### src/rtl/uart_pkg.sv
// rtl/uart_pkg.sv - shared UART state encoding and parity mode constants
package uart_pkg;

  localparam int PARITY_NONE = 0;
  localparam int PARITY_EVEN = 1;
  localparam int PARITY_ODD  = 2;

  typedef enum logic [2:0] {
    ST_IDLE      = 3'd0,
    ST_START     = 3'd1,
    ST_DATA      = 3'd2,
    ST_PARITY    = 3'd3,
    ST_STOP      = 3'd4,
    ST_WAIT_HIGH = 3'd5
  } uart_state_e;

endpackage

### src/rtl/uart_rx_sync_vote.sv
// rtl/uart_rx_sync_vote.sv - rx line synchroniser and mid-bit 2-of-3 majority vote
module uart_rx_sync_vote #(
  parameter int OVERSAMPLE = 8
) (
  input  logic                          clk,
  input  logic                          rst_n,
  input  logic                          rx_wire,
  input  logic                          baud_tick,
  input  logic [$clog2(OVERSAMPLE)-1:0] tick_cnt,
  output logic                          rx_sync,
  output logic                          vote,
  output logic                          vote_tick
);

  localparam int CW = $clog2(OVERSAMPLE);
  localparam logic [CW-1:0] MID_M1 = CW'(OVERSAMPLE / 2 - 1);
  localparam logic [CW-1:0] MID    = CW'(OVERSAMPLE / 2);
  localparam logic [CW-1:0] MID_P1 = CW'(OVERSAMPLE / 2 + 1);

  logic       meta;
  logic [1:0] samp;

  // Two-flop synchroniser; resets to the idle (high) line level
  always_ff @(posedge clk or negedge rst_n) begin
    if (!rst_n) begin
      meta    <= 1'b1;
      rx_sync <= 1'b1;
    end else begin
      meta    <= rx_wire;
      rx_sync <= meta;
    end
  end

  // Capture the first two of the three mid-bit samples; the third is live
  always_ff @(posedge clk or negedge rst_n) begin
    if (!rst_n) begin
      samp <= 2'b11;
    end else if (baud_tick && (tick_cnt == MID_M1 || tick_cnt == MID)) begin
      samp <= {samp[0], rx_sync};
    end
  end

  assign vote      = (samp[1] & samp[0]) | (samp[1] & rx_sync) | (samp[0] & rx_sync);
  assign vote_tick = baud_tick && (tick_cnt == MID_P1);

endmodule

### src/rtl/uart_rx_core.sv
// rtl/uart_rx_core.sv - UART receiver with parity/stop checking and FIFO write strobe
module uart_rx_core
  import uart_pkg::*;
#(
  parameter int DATA_BITS  = 8,
  parameter int OVERSAMPLE = 8,
  parameter int PARITY     = PARITY_NONE,
  parameter int STOP_BITS  = 1,
  parameter int MSB_FIRST  = 0
) (
  input  logic                 clk,
  input  logic                 rst_n,
  input  logic                 baud_tick,
  input  logic                 rx_wire,
  input  logic                 data_in_full,
  output logic [DATA_BITS-1:0] data_in,
  output logic                 data_in_write,
  output logic                 frame_err,
  output logic                 parity_err,
  output logic                 overrun
);

  localparam int CW = $clog2(OVERSAMPLE);
  localparam logic [CW-1:0] TICK_LAST = CW'(OVERSAMPLE - 1);
  localparam logic [3:0]    DATA_LAST = 4'(DATA_BITS - 1);
  localparam logic [3:0]    STOP_LAST = 4'(STOP_BITS - 1);

  uart_state_e          state;
  uart_state_e          state_next;
  logic [CW-1:0]        tick_cnt;
  logic [3:0]           bit_cnt;
  logic [DATA_BITS-1:0] shreg;
  logic                 stop_bad;
  logic                 par_bad;
  logic                 rx_sync;
  logic                 vote;
  logic                 vote_tick;
  logic                 bit_end;
  logic                 last_stop_vote;
  logic                 stop_low;
  logic                 par_sum;
  logic                 wr_next;
  logic                 ferr_next;
  logic                 perr_next;
  logic                 ovr_next;

  uart_rx_sync_vote #(
    .OVERSAMPLE(OVERSAMPLE)
  ) u_sync_vote (
    .clk      (clk),
    .rst_n    (rst_n),
    .rx_wire  (rx_wire),
    .baud_tick(baud_tick),
    .tick_cnt (tick_cnt),
    .rx_sync  (rx_sync),
    .vote     (vote),
    .vote_tick(vote_tick)
  );

  assign bit_end        = baud_tick && (tick_cnt == TICK_LAST);
  assign last_stop_vote = (state == ST_STOP) && vote_tick && (bit_cnt == STOP_LAST);
  // Any earlier stop bit that voted low also counts as a framing error
  assign stop_low       = stop_bad || !vote;
  assign par_sum        = (^shreg) ^ vote;

  // State register
  always_ff @(posedge clk or negedge rst_n) begin
    if (!rst_n) begin
      state <= ST_IDLE;
    end else begin
      state <= state_next;
    end
  end

  // Next-state decisions; every transition lands on a baud_tick
  always_comb begin
    state_next = state;
    case (state)
      ST_IDLE:      if (baud_tick && !rx_sync) state_next = ST_START;
      ST_START:     if (vote_tick && vote) state_next = ST_IDLE;
                    else if (bit_end) state_next = ST_DATA;
      ST_DATA:      if (bit_end && bit_cnt == DATA_LAST)
                      state_next = (PARITY != PARITY_NONE) ? ST_PARITY : ST_STOP;
      ST_PARITY:    if (bit_end) state_next = ST_STOP;
      ST_STOP:      if (last_stop_vote) state_next = stop_low ? ST_WAIT_HIGH : ST_IDLE;
      ST_WAIT_HIGH: if (baud_tick && rx_sync) state_next = ST_IDLE;
      default:      state_next = ST_IDLE;
    endcase
  end

  // Frame outcome at the last stop-bit vote, highest priority first
  always_comb begin
    wr_next   = 1'b0;
    ferr_next = 1'b0;
    perr_next = 1'b0;
    ovr_next  = 1'b0;
    if (last_stop_vote) begin
      if (stop_low) ferr_next = 1'b1;
      else if (par_bad) perr_next = 1'b1;
      else if (data_in_full) ovr_next = 1'b1;
      else wr_next = 1'b1;
    end
  end

  // Tick counter restarts at the start-bit detect; bit counter restarts per state
  always_ff @(posedge clk or negedge rst_n) begin
    if (!rst_n) begin
      tick_cnt <= '0;
      bit_cnt  <= '0;
    end else if (baud_tick) begin
      if (state == ST_IDLE || state == ST_WAIT_HIGH) tick_cnt <= '0;
      else tick_cnt <= tick_cnt + 1'b1;
      if (state_next != state) bit_cnt <= '0;
      else if (bit_end) bit_cnt <= bit_cnt + 1'b1;
    end
  end

  // Shift voted data bits and latch parity/stop verdicts as they are voted
  always_ff @(posedge clk or negedge rst_n) begin
    if (!rst_n) begin
      shreg    <= '0;
      stop_bad <= 1'b0;
      par_bad  <= 1'b0;
    end else if (vote_tick) begin
      case (state)
        ST_START: begin
          stop_bad <= 1'b0;
          par_bad  <= 1'b0;
        end
        ST_DATA: begin
          if (MSB_FIRST != 0) shreg <= {shreg[DATA_BITS-2:0], vote};
          else shreg <= {vote, shreg[DATA_BITS-1:1]};
        end
        ST_PARITY: par_bad <= (PARITY == PARITY_ODD) ? !par_sum : par_sum;
        ST_STOP:   if (!vote) stop_bad <= 1'b1;
        default:   ;
      endcase
    end
  end

  // Registered one-cycle pulses; data_in only moves on an accepted write
  always_ff @(posedge clk or negedge rst_n) begin
    if (!rst_n) begin
      data_in       <= '0;
      data_in_write <= 1'b0;
      frame_err     <= 1'b0;
      parity_err    <= 1'b0;
      overrun       <= 1'b0;
    end else begin
      data_in_write <= wr_next;
      frame_err     <= ferr_next;
      parity_err    <= perr_next;
      overrun       <= ovr_next;
      if (wr_next) data_in <= shreg;
    end
  end

endmodule

### config.mk
export PLATFORM = sky130hd
export DESIGN_NAME = uart_rx_core
export DESIGN_NICKNAME = d
export VERILOG_FILES = /design/src/rtl/uart_pkg.sv /design/src/rtl/uart_rx_sync_vote.sv /design/src/rtl/uart_rx_core.sv
export SDC_FILE = /design/constraint.sdc
export NUM_CORES = 1
export LEC_CHECK = 0
export ABC_AREA = 1
export CAP_MARGIN = 20
export CORE_MARGIN = 3
export CORE_UTILIZATION = 62
export CTS_BUF_LIST = sky130_fd_sc_hd__clkbuf_4
export DETAILED_ROUTE_END_ITERATION = 8
export HOLD_SLACK_MARGIN = 0.1
export PLACE_DENSITY = 0.86
export SLEW_MARGIN = 10
export SYNTH_ARGS = -nofsm -noshare
export SYNTH_HDL_FRONTEND = slang
export SYNTH_SLANG_ARGS = --single-unit
### constraint.sdc
create_clock -name clk -period 4.35 [get_ports clk]
set_input_delay 0.87 -clock clk [delete_from_list [all_inputs] [get_ports clk]]
set_output_delay 0.87 -clock clk [all_outputs]
set_load 0.01 [all_outputs]
==> results_dict.tcl <==
set metrics [dict create \
    antenna_found_initial 0 \
    wl_um 3157 \
    worst_path_largest_cell_delay_ns 0.75 \
    reg2reg_slack_ns 2.31 \
    wl_per_cell_um 11.87 \
    postCtsSetupBuffers 0 \
    period_needed_ns 2.592 \
    synth_nets 224 \
    grt_pass1_vias 1314 \
    yosysWarnings 0 \
    first_pass_iters 4 \
    arrival_ns 2.89 \
    gp_congestion 0.8601 \
    htree_levels 2 \
    place_hpwl_um 2374 \
    antenna_cells 0 \
    drc_errors 0 \
    power.density_nw_per_um2 417.2 \
    start_kind "input pin" \
    syn_inst 213 \
    cts_tree "yes" \
    ys_seq_elements 36 \
    ctsHoldBuffers 0 \
    reg2reg_to "bit_cnt[0]" \
    synth_area_um2 1819 \
    synth.avg_cell_area_um2 8.541 \
    r2r-start "tick_cnt[0]" \
    antenna_left 0 \
    max_freq_mhz 385.8 \
    setup_ws_ns 1.758 \
    grt_max_degree 37 \
    hp-class "flip-flop to flip-flop" \
    finalCritPeriodShare_pct 59.58 \
    synth_edf_count 0 \
    track_usage_pct 21.67 \
    path_cells "clkdlybuf4s50_1, nand3_1, nor2_4, nand3_1, nand2_1, inv_2, nand3_1, nand2_1, nor2_2, nand2_2, nand2_2, nand2_1, nand2_1" \
    cts_buffers 5 \
    yosysUniqueCellTypes 28 \
    grt_pass1_wl_um 5658 \
    coreArea_um2 2781 \
    syn2layout_area_growth_pct 13.34 \
    crit_top_cell "nand2_1" \
    setup_viol_count_final 0 \
    via_per_inst 5.252 \
    rr_worst_depth 13 \
    drv_slew 0 \
    cts_root_buf "clkbuf_4" \
    clkLatencyLatePin_ns 0.35 \
    nNetsFinal 245 \
    multi_input_area_um2 758.2 \
    path_max_fanout 11 \
    tns_ns 0 \
    synth_area_leaders "dfrtp_1 (44%), nand2_1 (9.5%), inv_1 (6.4%)" \
    holdPathStages 0 \
    crit_end "bit_cnt[0]" \
    p_leak_uw 0.001028 \
    clock-sinks 36 \
    crit_slowest_cell "clkdlybuf4s50_1" \
    fp.dieArea_um2 3620 \
    worstMarginPinSlew_ns 0.4565 \
    endpoint_kind "flip-flop" \
    grt_overflow 0 \
    preCtsSetupSlack_ns 1.390 \
    yosysTopAreaCellShare_pct 44.02 \
    status "finished, final reports clean" \
    max-vdd-ir-drop_mv 0.4446 \
    num_io_pins 17 \
    drive_gt1_share_pct 14.89 \
    synth_common_cells "nand2_1 (46), dfrtp_1 (32), inv_1 (31)" \
    synth.most_common_cell "nand2_1" \
    io_buffers 16 \
    clk_pin_slew_ns 0.11 \
    cap_viol_max_count 0 \
    finClkSkew_ns 0.005673 \
    n_fill_cell 218 \
    initialDrtViolationCount 57 \
    clock_path_buffers 2 \
    regArea_um2 905.9 \
    vias 1397 \
    die_y_um 60.17 \
    slew_headroom_pct 69.47 \
    worstSetupPathType "input pin to flip-flop" \
    rows 19 \
    start_util_pct 65.41 \
    synth_seq_area_share_pct 49.79 \
    synth_area_leader_cell "dfrtp_1" \
    synthFlopType "dfrtp_1" \
    die_w_um 60.17 \
    async_flop_share_pct 100.0 \
    hold_viol 0 \
    rsz0062_at_grt "no" \
    crit_start "baud_tick" \
    cp.required_ns 4.65 \
    cts_resized 0 \
]
## metrics by stage
| step | power [uW] | util (%) | area [um^2] | hold slack (ns) | std cells |
|---|---|---|---|---|---|
| after CTS | 861.7 | 74.13 | 2062 | 0.3644 | 266 |
| after global placement | 669.7 | 72.11 | 2006 | 0.3459 | 258 |
| after global routing | 926.2 | 74.13 | 2062 | 0.3671 | 266 |
| final | 860.4 | 74.13 | 2062 | 0.3630 | 266 |
| after detailed placement | 684.6 | 72.11 | 2006 | 0.3491 | 258 |
| after floorplan | 620.8 | - | 1819 | 0.3452 | 213 |
## worst max-delay path, delay by kind of cell
family | cells | cell delay (ns)
buffers and inverters | 2 | 0.79
AND/OR/NAND/NOR | 11 | 1.22
## cells in the final DEF, fill, tap and decap left out
master / netlist / final
nor2_1: 12 / 12
mux2i_1: 1 / 1
buf_4: 0 / 1
xor2_1: 4 / 4
o21a_1: 1 / 1
inv_1: 31 / 31
clkdlybuf4s50_1: 0 / 16
nor2_4: 2 / 2
a21oi_1: 4 / 4
inv_2: 5 / 5
clkinvlp_4: 0 / 1
nor3_2: 2 / 2
nand2_4: 1 / 1
nor3_1: 1 / 1
xnor2_1: 4 / 4
clkinv_1: 0 / 1
nand3_1: 15 / 15
ha_1: 6 / 6
nand3_2: 1 / 1
dfstp_2: 4 / 4
nand4_1: 3 / 3
o22ai_1: 2 / 2
o21ai_0: 13 / 13
o21ai_1: 7 / 7
nor3b_1: 1 / 1
nand2_1: 46 / 46
nor2_2: 4 / 4
dfrtp_1: 32 / 32
nand2_2: 8 / 8
clkbuf_4: 0 / 6
## power by group
part	switching, uW	internal (uW)
clock network	115	67.7
logic	167	91.9
registers	40.3	379
total	322	538
## state kept, by name, indices dropped and copies added (netlist names)
register / count
parity_err: 1
u_sync_vote.samp: 2
u_sync_vote.meta: 1
overrun: 1
u_sync_vote.rx_sync: 1
tick_cnt: 3
stop_bad: 1
data_in_write: 1
data_in: 8
par_bad: 1
state: 3
bit_cnt: 4
shreg: 8
frame_err: 1
## worst min path at each step
stage / start / to / slack (ns)
5_1_grt: u_sync_vote.meta / u_sync_vote.rx_sync / 0.37
3_5_place_dp: u_sync_vote.meta / u_sync_vote.rx_sync / 0.35
3_3_place_gp: u_sync_vote.meta / u_sync_vote.rx_sync / 0.35
4_1_cts: u_sync_vote.meta / u_sync_vote.rx_sync / 0.36
2_1_floorplan: u_sync_vote.meta / u_sync_vote.rx_sync / 0.35
6_report: u_sync_vote.meta / u_sync_vote.rx_sync / 0.36
## per-layer routing
layer | up-vias | wire (um) | global-route usage, %
met1 | 646 | 1460 | 28.49
met2 | 32 | 1464 | 33.02
met3 | 7 | 179 | 7.775
met4 | 0 | 53 | 7.595
li1 | 712 | - | -
met5 | - | 0 | 0
## area by class of cell
| type | count | share of cell area [%] |
|---|---|---|
| flip-flops and latches | 36 | 43.93 |
| multi-input cells | 138 | 36.77 |
| repair buffers | 17 | 8.131 |
| inverters | 36 | 6.553 |
| clock buffers | 6 | 2.184 |
| well taps | 31 | 1.881 |
| clock inverters | 2 | 0.5461 |
## logic make-up (layout without fill, tap and decap cells)
| group | count (synthesis) | after routing | share of synthesized area [%] |
|---|---|---|---|
| fa+ha+maj | 6 | 6 | 4.126 |
| compound gates | 27 | 27 | 7.703 |
| simple gates | 96 | 96 | 25.45 |
| flops | 36 | 36 | 49.79 |
| buf+inv | 39 | 61 | 8.528 |
| mux | 1 | 1 | 0.5502 |
| xor+xnor | 8 | 8 | 3.851 |
Note: power is estimated with default switching activity, not from simulation.
